$ cat src/rtl/rv32_pc_pkg.sv
// Shared constants for the RV32 fetch program counter.
// Widths, reset vector default, sequential step and word-alignment mask.
package rv32_pc_pkg;

    localparam int          XLEN         = 32;
    localparam logic [31:0] RESET_VECTOR = 32'h0000_0000;
    localparam int          PC_STEP      = 4;
    localparam logic [31:0] ALIGN_MASK   = ~32'h3;

endpackage

$ cat src/rtl/rv32_program_counter_if.sv
// Redirect request from EX and fetch-address outputs of the program counter.
// The master drives redirects; the slave (program counter) drives pc and pc_plus_4.
interface rv32_program_counter_if #(
    parameter int XLEN = rv32_pc_pkg::XLEN
);
    import rv32_pc_pkg::*;

    logic [XLEN-1:0] branch_address;
    logic            branch_enable;
    logic [XLEN-1:0] pc;
    logic [XLEN-1:0] pc_plus_4;

    modport master (
        output branch_address,
        output branch_enable,
        input  pc,
        input  pc_plus_4
    );

    modport slave (
        input  branch_address,
        input  branch_enable,
        output pc,
        output pc_plus_4
    );

endinterface

$ cat src/rtl/rv32_program_counter_pc_incrementer.sv
// Pure combinational PC adder; one result feeds both pc_plus_4 and the
// sequential next-pc, wrapping modulo 2^XLEN.
module pc_incrementer #(
    parameter int XLEN = rv32_pc_pkg::XLEN,
    parameter int STEP = rv32_pc_pkg::PC_STEP
) (
    input  logic [XLEN-1:0] pc,
    output logic [XLEN-1:0] pc_next
);
    import rv32_pc_pkg::*;

    assign pc_next = pc + XLEN'(STEP);

endmodule

$ cat src/rtl/rv32_program_counter.sv
// IF-stage fetch address register: loads a word-aligned redirect target or
// advances by PC_STEP each edge; asynchronous active-low reset to RESET_VECTOR.
module rv32_program_counter #(
    parameter int              XLEN         = rv32_pc_pkg::XLEN,
    parameter logic [XLEN-1:0] RESET_VECTOR = XLEN'(rv32_pc_pkg::RESET_VECTOR),
    parameter int              PC_STEP      = rv32_pc_pkg::PC_STEP
) (
    input  logic                 clock,
    input  logic                 reset,
    rv32_program_counter_if.slave bus
);
    import rv32_pc_pkg::*;

    // Mask built from the inverted low-bit pattern so it scales with XLEN.
    localparam logic [XLEN-1:0] WORD_MASK = ~XLEN'(~ALIGN_MASK);

    logic [XLEN-1:0] pc_q;
    logic [XLEN-1:0] pc_inc;
    logic [XLEN-1:0] pc_d;

    pc_incrementer #(
        .XLEN (XLEN),
        .STEP (PC_STEP)
    ) u_incrementer (
        .pc      (pc_q),
        .pc_next (pc_inc)
    );

    // The address only reaches the mux output when selected, so an X on
    // branch_address cannot leak into pc while branch_enable is low.
    always_comb begin
        pc_d = pc_inc;
        if (bus.branch_enable) begin
            pc_d = bus.branch_address & WORD_MASK;
        end
    end

    always_ff @(posedge clock or negedge reset) begin
        if (!reset) begin
            pc_q <= RESET_VECTOR;
        end else begin
            pc_q <= pc_d;
        end
    end

    assign bus.pc        = pc_q;
    assign bus.pc_plus_4 = pc_inc;

endmodule

$ cat src/flat_wrapper.sv
// flat-port wrapper written by rule: the top's interface ports become plain ports
module rv32_program_counter_flat import rv32_pc_pkg::*;
#(
    parameter int              XLEN         = rv32_pc_pkg::XLEN,
    parameter logic [XLEN-1:0] RESET_VECTOR = XLEN'(rv32_pc_pkg::RESET_VECTOR),
    parameter int              PC_STEP      = rv32_pc_pkg::PC_STEP
)
  (clock, reset, bus_branch_address, bus_branch_enable, bus_pc, bus_pc_plus_4);
  rv32_program_counter_if #(.XLEN(XLEN)) bus_i ();
  input  logic clock;
  input  logic reset;
  input wire logic [$bits(bus_i.branch_address)-1:0] bus_branch_address;
  input wire logic [$bits(bus_i.branch_enable)-1:0] bus_branch_enable;
  output wire logic [$bits(bus_i.pc)-1:0] bus_pc;
  output wire logic [$bits(bus_i.pc_plus_4)-1:0] bus_pc_plus_4;
  assign bus_i.branch_address = bus_branch_address;
  assign bus_i.branch_enable = bus_branch_enable;
  assign bus_pc = bus_i.pc;
  assign bus_pc_plus_4 = bus_i.pc_plus_4;
  rv32_program_counter #(.XLEN(XLEN), .RESET_VECTOR(RESET_VECTOR), .PC_STEP(PC_STEP)) u_core (.clock(clock), .reset(reset), .bus(bus_i));
endmodule
$ cat config.mk
export PLATFORM = sky130hd
export DESIGN_NAME = rv32_program_counter_flat
export DESIGN_NICKNAME = d
export VERILOG_FILES = /design/src/rtl/rv32_pc_pkg.sv /design/src/rtl/rv32_program_counter_if.sv /design/src/rtl/rv32_program_counter_pc_incrementer.sv /design/src/rtl/rv32_program_counter.sv /design/src/flat_wrapper.sv
export SDC_FILE = /design/constraint.sdc
export NUM_CORES = 1
export LEC_CHECK = 0
export ABC_AREA = 1
export ABC_CLOCK_PERIOD_IN_PS = 2600
export BUFFER_PORTS_ARGS = -buffer_cell sky130_fd_sc_hd__buf_2
export CORE_UTILIZATION = 40
export CTS_BUF_LIST = sky130_fd_sc_hd__clkbuf_8
export DETAILED_ROUTE_END_ITERATION = 12
export GPL_TIMING_DRIVEN = 0
export PLACE_DENSITY_LB_ADDON = 0.08
export SYNTH_ARGS = -nofsm -noshare
export SYNTH_HDL_FRONTEND = slang
export SYNTH_SLANG_ARGS = --single-unit
$ cat constraint.sdc
create_clock -name clock -period 2.6 [get_ports clock]
set_input_delay 0.13 -clock clock [delete_from_list [all_inputs] [get_ports clock]]
set_output_delay 0.13 -clock clock [all_outputs]
set_load 0.02 [all_outputs]
After elaboration in Yosys (flattened, before gate mapping)
Cells that the tools add are included.
Widths: inputs -> output; s select.
{"block": "word_totals", "out_inout_bits": 64, "word_cells": 3, "register_bits": 32}
{"block": "op_classes", "n_addsub": 1, "n_mux": 1}
{"cell": "$add 32x3->32 const B", "n": 1}
{"cell": "$mux 32", "n": 1}

Depth between registers and ports, before layout
{"block": "logic_depth", "depth_word": 2, "mapped_depth": 10, "mapped_depth_nobuf": 10}

Cells and area by module
From an unflattened synthesis, not the netlist that was laid out.
{"block": "unflattened", "hier_cells": 311, "hier_area_um2": 2184.6}
{"mod": "rv32_program_counter", "cells_each": 134, "seq_area_each_um2": 800.8, "n_inst": 1, "area_per_inst_um2": 1275.0}
{"mod": "pc_incrementer", "cells_each": 177, "seq_area_each_um2": 0.0, "n_inst": 1, "area_per_inst_um2": 909.6}

Worst setup path before layout
Ideal clock, no wire load.
{"block": "synth_timing", "kind": "register to register", "start": "register u_core.pc_q[2], in the netlist u_core.bus.pc[2]", "end": "register u_core.pc_q[14], in the netlist u_core.bus.pc[14]", "t_required_ns": 2.534, "arrival_ns": 1.690, "setup_ns": 0.066, "path_stages_with_launch": 9, "path_buffers": 0, "setup_slack_ns": 0.844, "synth_period_minus_slack_ns": 1.756, "path_cell_list": "dfrtp_1 -> ha_1 -> nand2_1 -> nor2_4 -> nand2_2 -> nor2_4 -> xor2_1 -> nand2_1 -> nand2_1"}
{"block": "synth_via", "elab_chain_len": 2}
{"item": "start, declared", "line": "rv32_program_counter.sv:17", "text": "logic [XLEN-1:0] pc_q;"}
{"item": "start signal, assigned", "line": "rv32_program_counter.sv:42", "text": "pc_q <= pc_d;"}
{"item": "$add 32x3->32", "line": "rv32_program_counter_pc_incrementer.sv:12", "text": "assign pc_next = pc + XLEN'(STEP);"}
{"item": "net bus_pc_plus_4[14]", "line": "flat_wrapper.sv:15", "text": "output wire logic [$bits(bus_i.pc_plus_4)-1:0] bus_pc_plus_4;"}
{"item": "$mux 32", "line": "rv32_program_counter.sv:33", "text": "if (bus.branch_enable) begin"}
{"item": "net u_core.pc_d[14]", "line": "rv32_program_counter.sv:19", "text": "logic [XLEN-1:0] pc_d;"}
The timed path passes the listed nets, and every way through them passes these cells.

Worst setup path in the final report
{"block": "layout_timing", "start": "register u_core.pc_q[2], in the netlist u_core.bus.pc[2]", "end": "output port bus_pc_plus_4[22]"}
{"block": "layout_via", "elab_chain_len": 1}
{"item": "$add 32x3->32", "line": "rv32_program_counter_pc_incrementer.sv:12"}
{"item": "end, declared", "line": "flat_wrapper.sv:15"}
Every way passes these cells.

==> run summary <==
Mapped Area = 2039 µm²
Setup TNS = 0 ps
Layout Area Growth over Synthesis = 33.13%
Post-synthesis adder-cell area fraction = 0.6135%
Mapped Cells = 300
Final WL = 5322 µm
CP Max Fanout = 5
RSZ-0062 raised after global routing = no
Run status = finished, final reports clean
DR top layer = met4
M1 WL = 2631 µm
Critical path arrival = 1870 ps
Flop-to-flop setup slack = 970 ps
DP Wirelength = 4283 µm
Worst Path Required = 2470 ps
Tmin final = 2003 ps
H-tree Lvls = 2
Final Hold Viols = 0
Number of CTS-inserted buffers = 5
Clk_skew = 2.590 ps
Sequential area share after synthesis = 36.81%
GRT Residual Overflow = 0
Max-cap violation count = 0
Die W = 73.41 µm
Initial core utilization = 42.34%
Total chip power = 1435 µW
Share of layout cells above drive strength 1 = 30.94%
Clock insertion delay at the later pin of the skew report = 280 ps
TritonCTS clock tree = built
Tot GR Track Use = 21.39%
Routed wl met3 = 272 µm
Ys Warns = 0
Class of the worst hold path = input port to register
Vias in the first global route = 1835
Iteration-0 DRC Markers = 65
N_diodes = 0
Avg WL per Cell = 11.30 µm
WS Path Type = register to output port
Routability Congestion = 0.8559
Post-Synth XOR/XNOR Area = 8.282%
Highest clock rate = 499.3 MHz
P_sw = 511.0 µW
Pin count of the biggest net entering global routing = 31
Io pins = 99
Met2 WL = 2366 µm
Pint = 923.7 µW
Post-synthesis sequential element count = 30
Post-synthesis mux area share = 0%
Wire length of the first global-routing pass = 8556 µm
Clock transition at path regs = 60 ps
Netlist cell types = 21
Synth Area in Simple Gates = 48.10%
Final-report max-slew violation count = 0
Final setup viols = 0
Routed vias = 2041
Worst-margin pin slew = 679.6 ps
Post-synthesis compound-gate area fraction = 0.2454%
Chip height = 73.41 µm
Switching share of total power = 35.62%
Peak supply drop = 0.0002814 V
Rows = 25
Initial antenna violation count = 0
Clk sinks = 30
Initial DRT Pass Iterations = 4
Clk buf depth = 2
Clk pwr share = 30.9%
FILL cells = 516
Nets@finish = 439
Final clock period utilization by the worst path = 77.03%
Syn Area/Cell = 6.798 µm²
Crit end category = output port
Core area = 4817 µm²
Largest register FFs = 30
Post-DR vias/cell = 4.333
PortBufs = 92
Power per cell area = 528.4 nW/µm²
Clock Root Buffer = clkbuf_8
Slew headroom = 54.69%
Overall die area = 5388 µm²
Startpoint types = register
Largest family of logic cells by synthesized area = simple AND/OR/NAND/NOR gates
Seq pwr share = 39.7%
Residual DRC = 0
ANT nets after route = 0
Combinational fraction of design power = 29.4%
Leakage Power = 0.001494 µW
worst max-delay path, stage by stage, from the launching register on:
cell and delay (ps):
dfrtp_1 410, ha_1 210, nand2_1 100, nor2_4 140
nand2_2 140, nor2_4 220, nand3b_1 100, nand2_1 100
buf_2 170
layer usage:
metal	GRT usage, %	vias to the layer above
met4	5.769	0
li1	-	1093
met3	5.075	4
met5	0	-
met1	29.30	881
met2	33.85	63
Yosys cell counts:
| cell type | n | area, µm² |
|---|---|---|
| and2_1 | 2 | 12.51 |
| buf_2 | 1 | 5.000 |
| buf_4 | 4 | 30.03 |
| clkbuf_1 | 5 | 18.77 |
| conb_1 | 1 | 3.750 |
| dfrtp_1 | 30 | 750.7 |
| ha_1 | 1 | 12.51 |
| inv_1 | 17 | 63.81 |
| nand2_1 | 166 | 623.1 |
| nand2_2 | 3 | 18.77 |
| nand2_4 | 1 | 11.26 |
| nand3_1 | 5 | 25.02 |
| nand3b_1 | 8 | 60.06 |
| nand4_1 | 1 | 6.260 |
| nor2_1 | 28 | 105.1 |
| nor2_2 | 1 | 6.260 |
| nor2_4 | 10 | 112.6 |
| o21ai_0 | 1 | 5.000 |
| xnor2_1 | 4 | 35.03 |
| xor2_1 | 6 | 52.55 |
| xor2_2 | 5 | 81.33 |
cells in the final DEF, fill, tap and decap left out:
master / netlist / final
and2_1: 2 / 2
nor2_2: 1 / 1
dfrtp_1: 30 / 30
nand2_2: 3 / 3
clkbuf_8: 0 / 8
nand2_4: 1 / 1
o21ai_0: 1 / 1
nand4_1: 1 / 1
nand3b_1: 8 / 8
xor2_2: 5 / 5
nor2_1: 28 / 28
xor2_1: 6 / 6
buf_2: 1 / 93
conb_1: 1 / 4
xnor2_1: 4 / 4
ha_1: 1 / 1
nand3_1: 5 / 5
nand2_1: 166 / 166
buf_4: 4 / 4
nor2_4: 10 / 10
clkbuf_1: 5 / 5
dlygate4sd3_1: 0 / 1
inv_1: 17 / 17
cells by family after synthesis:
group           count (synthesis)
fa+ha+maj                       1
compound gates                  1
simple gates                  225
flops                          30
buf+inv                        27
other cells                     1
xor+xnor                       15
path summary, 6_finish.rpt:
check	end	startpoint	cells after the start
setup / recovery	bus_pc_plus_4[22]	u_core.bus.pc[2]$_DFF_PN0_	8
setup reg to reg	u_core.bus.pc[22]$_DFF_PN0_	u_core.bus.pc[2]$_DFF_PN0_	10
max in group asynchronous	u_core.bus.pc[30]$_DFF_PN0_	reset	2
min in group asynchronous	u_core.bus.pc[13]$_DFF_PN0_	reset	2
hold reg to reg	u_core.bus.pc[2]$_DFF_PN0_	u_core.bus.pc[2]$_DFF_PN0_	1
hold / removal	u_core.bus.pc[6]$_DFF_PN0_	bus_branch_address[6]	3
power by group through the flow:
stage | registers, µW | clock network [µW] | logic, µW
floorplan | 624 | 0 | 216
global placement | 577 | 0 | 422
detailed placement | 578 | 0 | 425
CTS | 569 | 456 | 428
global route | 577 | 478 | 467
finish | 569 | 443 | 422
cell type report:
cell class / count / area, µm² / share of cell area [%]
Multi-Input combinational cell: 246 / 1182 / 43.55
Sequential cell: 30 / 750.7 / 27.65
Timing Repair Buffer: 93 / 470.5 / 17.33
Clock buffer: 8 / 110.1 / 4.055
Tap cell: 67 / 83.83 / 3.088
Inverter: 17 / 63.81 / 2.350
Buffer: 10 / 53.80 / 1.982
per-stage QoR:
| stage | setup slack [ps] | util, % | cell area [µm²] | instances | hold slack [ps] |
|---|---|---|---|---|---|
| after floorplan | 844.2 | - | 2051 | 303 | -165.6 |
| after global placement | 929.3 | 53.87 | 2595 | 462 | 212.6 |
| after detailed placement | 905.8 | 53.87 | 2595 | 462 | 210.8 |
| after CTS | 591.6 | 56.36 | 2715 | 471 | 34.24 |
| after global routing | 433.4 | 56.36 | 2715 | 471 | 35.11 |
| final | 597.2 | 56.36 | 2715 | 471 | 43.37 |
timing repair:
item                                   4_1_cts  5_1_grt
resized for setup                            0        0
hold buffers                                 1        0
endpoints found under the hold margin       30        0
buffers inserted                             0        0
No activity file was read; power rests on OpenSTA's default activity.
